$ cat src/rtl/mem_port_arbiter_if.sv
// Requester and memory-side signal bundle for mem_port_arbiter.
// slave = arbiter view, master = requesters/memory view.
interface mem_port_arbiter_if;
  logic        req0;
  logic        req1;
  logic        we0;
  logic        we1;
  logic [63:0] addr0;
  logic [63:0] addr1;
  logic [63:0] wdata0;
  logic [63:0] wdata1;
  logic        ack0;
  logic        ack1;
  logic [63:0] rdata;
  logic        err;
  logic        busy;
  logic [63:0] mem_addr;
  logic [63:0] mem_wdata;
  logic        mem_we;
  logic [63:0] mem_rdata;

  modport slave (
    input  req0, req1, we0, we1,
    input  addr0, addr1, wdata0, wdata1,
    input  mem_rdata,
    output ack0, ack1, rdata, err, busy,
    output mem_addr, mem_wdata, mem_we
  );

  modport master (
    output req0, req1, we0, we1,
    output addr0, addr1, wdata0, wdata1,
    output mem_rdata,
    input  ack0, ack1, rdata, err, busy,
    input  mem_addr, mem_wdata, mem_we
  );
endinterface

$ cat src/rtl/mem_port_arbiter.sv
// Two-requester arbiter/sequencer for the 64-bit unified memory data port.
// Define MEMARB_FIXED_PRIO_EN for fixed priority (requester 0 wins).
module mem_port_arbiter #(
  parameter int MEM_BYTES = 65536
) (
  input  logic                   clock,
  input  logic                   reset_n,
  mem_port_arbiter_if.slave      bus
);

  typedef enum logic [1:0] {
    IDLE,
    ISSUE,
    CAPTURE,
    ACK
  } state_t;

  localparam logic [63:0] MAX_ADDR = 64'(MEM_BYTES - 8);

  state_t      state_q, state_d;
  logic        win_q, win_d;
  logic        we_q, we_d;
  logic        bad_q, bad_d;
  logic        ack0_q, ack0_d;
  logic        ack1_q, ack1_d;
  logic        err_q, err_d;
  logic        busy_q, busy_d;
  logic        mem_we_q, mem_we_d;
  logic [63:0] rdata_q, rdata_d;
  logic [63:0] mem_addr_q, mem_addr_d;
  logic [63:0] mem_wdata_q, mem_wdata_d;

  logic        pick;
  logic        sel_we;
  logic [63:0] sel_addr;
  logic [63:0] sel_wdata;

`ifdef MEMARB_FIXED_PRIO_EN
  assign pick = ~bus.req0;
`else
  // last_q holds the id granted most recently
  logic last_q, last_d;
  assign pick = (bus.req0 & bus.req1) ? ~last_q : bus.req1;
`endif

  assign sel_we    = pick ? bus.we1    : bus.we0;
  assign sel_addr  = pick ? bus.addr1  : bus.addr0;
  assign sel_wdata = pick ? bus.wdata1 : bus.wdata0;

  always_comb begin
    state_d     = state_q;
    win_d       = win_q;
    we_d        = we_q;
    bad_d       = bad_q;
    ack0_d      = 1'b0;
    ack1_d      = 1'b0;
    err_d       = 1'b0;
    rdata_d     = rdata_q;
    mem_addr_d  = mem_addr_q;
    mem_wdata_d = mem_wdata_q;
    mem_we_d    = mem_we_q;
`ifndef MEMARB_FIXED_PRIO_EN
    last_d      = last_q;
`endif
    unique case (state_q)
      IDLE: begin
        if (bus.req0 | bus.req1) begin
          win_d = pick;
          we_d  = sel_we;
`ifndef MEMARB_FIXED_PRIO_EN
          last_d = pick;
`endif
          if (sel_addr <= MAX_ADDR) begin
            bad_d       = 1'b0;
            mem_addr_d  = sel_addr;
            mem_wdata_d = sel_wdata;
            mem_we_d    = sel_we;
            state_d     = ISSUE;
          end else begin
            bad_d   = 1'b1;
            rdata_d = '0;
            state_d = ACK;
          end
        end
      end
      ISSUE: begin
        mem_we_d = 1'b0;
        state_d  = CAPTURE;
      end
      CAPTURE: begin
        rdata_d = we_q ? '0 : bus.mem_rdata;
        state_d = ACK;
      end
      ACK: begin
        ack0_d  = ~win_q;
        ack1_d  = win_q;
        err_d   = bad_q;
        state_d = IDLE;
      end
      default: state_d = IDLE;
    endcase
    busy_d = (state_d != IDLE);
  end

  always_ff @(posedge clock or negedge reset_n) begin
    if (!reset_n) begin
      state_q     <= IDLE;
      win_q       <= 1'b0;
      we_q        <= 1'b0;
      bad_q       <= 1'b0;
      ack0_q      <= 1'b0;
      ack1_q      <= 1'b0;
      err_q       <= 1'b0;
      busy_q      <= 1'b0;
      mem_we_q    <= 1'b0;
      rdata_q     <= '0;
      mem_addr_q  <= '0;
      mem_wdata_q <= '0;
    end else begin
      state_q     <= state_d;
      win_q       <= win_d;
      we_q        <= we_d;
      bad_q       <= bad_d;
      ack0_q      <= ack0_d;
      ack1_q      <= ack1_d;
      err_q       <= err_d;
      busy_q      <= busy_d;
      mem_we_q    <= mem_we_d;
      rdata_q     <= rdata_d;
      mem_addr_q  <= mem_addr_d;
      mem_wdata_q <= mem_wdata_d;
    end
  end

`ifndef MEMARB_FIXED_PRIO_EN
  always_ff @(posedge clock or negedge reset_n) begin
    if (!reset_n) last_q <= 1'b1;
    else          last_q <= last_d;
  end
`endif

  assign bus.ack0      = ack0_q;
  assign bus.ack1      = ack1_q;
  assign bus.err       = err_q;
  assign bus.busy      = busy_q;
  assign bus.rdata     = rdata_q;
  assign bus.mem_addr  = mem_addr_q;
  assign bus.mem_wdata = mem_wdata_q;
  assign bus.mem_we    = mem_we_q;

endmodule

$ cat src/flat_wrapper.sv
// flat-port wrapper written by rule: the top's interface ports become plain ports
module mem_port_arbiter_flat 
#(
  parameter int MEM_BYTES = 65536
)
  (clock, reset_n, bus_req0, bus_req1, bus_we0, bus_we1, bus_addr0, bus_addr1, bus_wdata0, bus_wdata1, bus_mem_rdata, bus_ack0, bus_ack1, bus_rdata, bus_err, bus_busy, bus_mem_addr, bus_mem_wdata, bus_mem_we);
  mem_port_arbiter_if bus_i ();
  input  logic clock;
  input  logic reset_n;
  input wire logic [$bits(bus_i.req0)-1:0] bus_req0;
  input wire logic [$bits(bus_i.req1)-1:0] bus_req1;
  input wire logic [$bits(bus_i.we0)-1:0] bus_we0;
  input wire logic [$bits(bus_i.we1)-1:0] bus_we1;
  input wire logic [$bits(bus_i.addr0)-1:0] bus_addr0;
  input wire logic [$bits(bus_i.addr1)-1:0] bus_addr1;
  input wire logic [$bits(bus_i.wdata0)-1:0] bus_wdata0;
  input wire logic [$bits(bus_i.wdata1)-1:0] bus_wdata1;
  input wire logic [$bits(bus_i.mem_rdata)-1:0] bus_mem_rdata;
  output wire logic [$bits(bus_i.ack0)-1:0] bus_ack0;
  output wire logic [$bits(bus_i.ack1)-1:0] bus_ack1;
  output wire logic [$bits(bus_i.rdata)-1:0] bus_rdata;
  output wire logic [$bits(bus_i.err)-1:0] bus_err;
  output wire logic [$bits(bus_i.busy)-1:0] bus_busy;
  output wire logic [$bits(bus_i.mem_addr)-1:0] bus_mem_addr;
  output wire logic [$bits(bus_i.mem_wdata)-1:0] bus_mem_wdata;
  output wire logic [$bits(bus_i.mem_we)-1:0] bus_mem_we;
  assign bus_i.req0 = bus_req0;
  assign bus_i.req1 = bus_req1;
  assign bus_i.we0 = bus_we0;
  assign bus_i.we1 = bus_we1;
  assign bus_i.addr0 = bus_addr0;
  assign bus_i.addr1 = bus_addr1;
  assign bus_i.wdata0 = bus_wdata0;
  assign bus_i.wdata1 = bus_wdata1;
  assign bus_i.mem_rdata = bus_mem_rdata;
  assign bus_ack0 = bus_i.ack0;
  assign bus_ack1 = bus_i.ack1;
  assign bus_rdata = bus_i.rdata;
  assign bus_err = bus_i.err;
  assign bus_busy = bus_i.busy;
  assign bus_mem_addr = bus_i.mem_addr;
  assign bus_mem_wdata = bus_i.mem_wdata;
  assign bus_mem_we = bus_i.mem_we;
  mem_port_arbiter #(.MEM_BYTES(MEM_BYTES)) u_core (.clock(clock), .reset_n(reset_n), .bus(bus_i));
endmodule
$ cat config.mk
export PLATFORM = sky130hd
export DESIGN_NAME = mem_port_arbiter_flat
export DESIGN_NICKNAME = d
export VERILOG_FILES = /design/src/rtl/mem_port_arbiter_if.sv /design/src/rtl/mem_port_arbiter.sv /design/src/flat_wrapper.sv
export SDC_FILE = /design/constraint.sdc
export NUM_CORES = 1
export LEC_CHECK = 0
export ABC_AREA = 0
export CAP_MARGIN = 20
export CORE_AREA = 2 2 201 203
export DETAILED_ROUTE_END_ITERATION = 8
export DIE_AREA = 0 0 203 205
export GPL_TIMING_DRIVEN = 0
export PLACE_DENSITY = 0.67
export SETUP_SLACK_MARGIN = 0.5
export SKIP_CTS_REPAIR_TIMING = 1
export SLEW_MARGIN = 20
export SYNTH_ARGS = -nofsm -noshare
export SYNTH_HDL_FRONTEND = slang
export SYNTH_SLANG_ARGS = --single-unit
$ cat constraint.sdc
create_clock -name clock -period 2.4 [get_ports clock]
set_clock_uncertainty 0.1 [all_clocks]
set_input_delay 0.24 -clock clock [delete_from_list [all_inputs] [get_ports clock]]
set_output_delay 0.24 -clock clock [all_outputs]
set_load 0.005 [all_outputs]
==> results.yml <==
synth:
  ys_warn_count: 0
  synth.top_cell.area_share_pct: 46.9
  synth_area_leaders: "dfrtp_1 (47%), nand2_1 (11%), o2111ai_1 (5.2%)"
  synth-seq-cells: 203
  syn_area_per_cell_um2: 8.84
  syn-num-nets: 1550
  synthesis.area_um2: 10800
  synthDistinctLibCells: 39
  yosys_most_used_dff: "dfrtp_1"
  async_reset_ff_share_pct: 100
  syn_inst: 1220
  synth_edf_count: 0
  seq_area_frac_synth_pct: 47.1
  netlist.top_cell.by_area: "dfrtp_1"
run_status:
  status: "complete, but fails checks"
  violations: "setup timing"
detailed_routing:
  vias: 12300
  wirelength_mm: 50.6
  drc: 0
  drt_iter0_markers: 861
  wl_per_cell_um: 21.1
  firstDrtPassIters: 8
  vias_per_cell: 5.14
  antenna_left: 0
floorplanning:
  ios: 523
  num_rows: 73
  die-area_um2: 41600
  die_w_um: 203
  initial_utilization_pct: 27.4
  die-height_um: 205
  core-area_um2: 39400
grt:
  grt.total_usage_pct: 22.2
  grt_max_degree: 87
  overflow: 0
  grt_antenna_before_repair: 1
  grt_pass1_wl_mm: 71.9
  first_global_vias: 12100
layout:
  utilization_pct: 49.6
  num-nets-final: 2180
  final.fill_count: 3570
  register_area_um2: 5080
  area_growth_pct: 81.2
  drive_gt1_share_pct: 18.1
  antenna_cells: 0
  multi_input_area_um2: 5710
  final_cell_area_um2: 19500
worst_setup_path:
  crit_fanout: 7
  r2r_start: "u_core.last_q"
  endpoint_kind: "flop"
  r2r_cells: 8
  reg2reg_to: "u_core.bus.mem_addr[11]"
  path_class: "flop to flop"
  rrSetupSlack_ns: -0.27
  crit_required_ns: 2.72
  startpoint_type: "flop"
  worstPathArrival_ns: 2.99
timing:
  finalHoldViolations: 0
  min_period_over_period_pct: 111
  slew-limit-headroom_pct: 52.4
  fin_ws_ns: -0.266
  fmax_mhz: 375
  hold-worst-slack_ns: 0.101
  drv_slew: 0
  worst_pin_slew_ns: 0.715
  period_minus_slack_ns: 2.67
  finalSetupViolations: 168
  grt_setup_unrepaired: "yes"
power:
  total_power_mw: 13.3
  powerDensity_nw_per_um2: 680
  p_leak_nw: 8.36
  ir_drop_v: 0.000488
placed_design:
  gp_congestion: 0.975
  port_buffers: 522
  dpl.hpwl_mm: 36.6
  place_ws_ns: -1.37
  post_dp_cell_area_um2: 16800
flow_run:
  drv_cap: 0
clock_tree:
  cts_made_buffers: 26
  numClockSinks: 203
  clk_pin_slew_ns: 0.06
  cts_max_level: 1
  cts_buffer_depth: 3
  tritoncts: "done"
  clkLatencyLatePin_ns: 0.54
  cts-root-buf: "clkbuf_16"
min_path:
  holdCritPathClass: "input port to async pin"
[cell type report]
cell class | count | area share, %
repair buffers | 601 | 31.7
multi-input cells | 901 | 29.2
flip-flops and latches | 203 | 26.0
plain buffers | 114 | 5.26
clock buffers | 35 | 3.76
well taps | 525 | 3.36
clock inverters | 11 | 0.627
inverters | 3 | 0.0576
[layout by cell type (no fill, tap or decap), types with 20 or more instances in the layout]
master,Yosys,final
o311ai_1,0,32
o21ai_0,66,65
clkbuf_1,95,27
nor2_1,68,68
mux2_2,41,40
nor2b_1,51,46
o2111ai_1,64,61
buf_6,4,23
clkbuf_16,0,38
buf_12,0,20
mux2_4,0,40
dfrtp_1,202,202
nand2_1,310,309
clkbuf_2,0,23
clkdlybuf4s50_1,0,517
buf_4,1,53
o311ai_0,64,20
nand3_1,68,67
a21oi_1,65,60
[critical path, stage by stage, from the launching register on]
cell,delay [ns]
dfstp_2,0.55
a21bo_4,0.14
nand3_4,0.10
or4_4,0.59
a211oi_4,0.26
buf_12,0.18
clkbuf_16,0.17
clkbuf_16,0.15
mux2_4,0.30
[stage by stage]
| stage | cells | setup TNS, ns |
|---|---|---|
| after floorplan | 1220 | 0 |
| after global placement | 2267 | -1905.38 |
| after detailed placement | 2270 | -242.40 |
| after CTS | 2316 | -152.76 |
| after global routing | 2393 | -36.93 |
| final | 2393 | -26.37 |
[how the worst max path moves through the flow]
| stage | startpoint | endpoint | slack (ns) | depth (start not counted) |
|---|---|---|---|---|
| floorplan | u_core.last_q | u_core.bus.mem_addr[0] | 0.003 | 7 |
| global placement | reset_n | u_core.bus.mem_wdata[34] | -8.28 | 1 |
| detailed placement | bus_req1 | u_core.bus.rdata[51] | -1.37 | 9 |
| CTS | u_core.last_q | u_core.bus.rdata[51] | -0.94 | 8 |
| global route | u_core.last_q | u_core.bus.mem_addr[11] | -0.32 | 8 |
| finish | u_core.last_q | u_core.bus.mem_addr[11] | -0.27 | 8 |
[cell usage after synthesis (all sizes together), types with 23 or more instances]
cell type,count
o21ai,67
nor2b,51
mux2,80
o311ai,64
a21oi,65
nor4,23
o2111ai,64
nor2,68
dfrtp,202
clkbuf,95
nand3,68
nand2,310
[state kept, by name (all words and copies together) (netlist names)]
signal and flops:
u_core.bus.busy 1, u_core.we_q 1, u_core.bus.mem_wdata 64, u_core.state_q 2, u_core.bus.err 1, u_core.bus.rdata 64, u_core.last_q 1, u_core.win_q 1
u_core.bus.ack1 1, u_core.bus.mem_we 1, u_core.bus.ack0 1, u_core.bus.mem_addr 64, u_core.bad_q 1
[report_power, final]
part | switching [mW] | internal, mW | total, mW
clock network | 1.61 | 2.36 | 3.96
logic | 3.01 | 2.33 | 5.35
registers | 0.254 | 3.73 | 3.99
total | 4.87 | 8.42 | 13.3
[cells by family (layout without fill, tap and decap cells)]
logic type	count (synthesis)	count (layout)	share of synthesized area (%)
simple gates	545	546	22.2
compound gates	269	269	17.2
flops	203	203	47.1
buf+inv	117	764	4.49
mux	82	82	8.54
fa+ha+maj	4	4	0.464
[routing by layer]
layer	vias to the layer above	wire [µm]	global-route usage, %
met2	683	24600	38.0
met1	5864	20200	27.7
met3	95	4340	5.47
li1	5654	-	-
met4	2	1340	6.80
met5	-	13	0
Power figures use the tool's default switching activity.
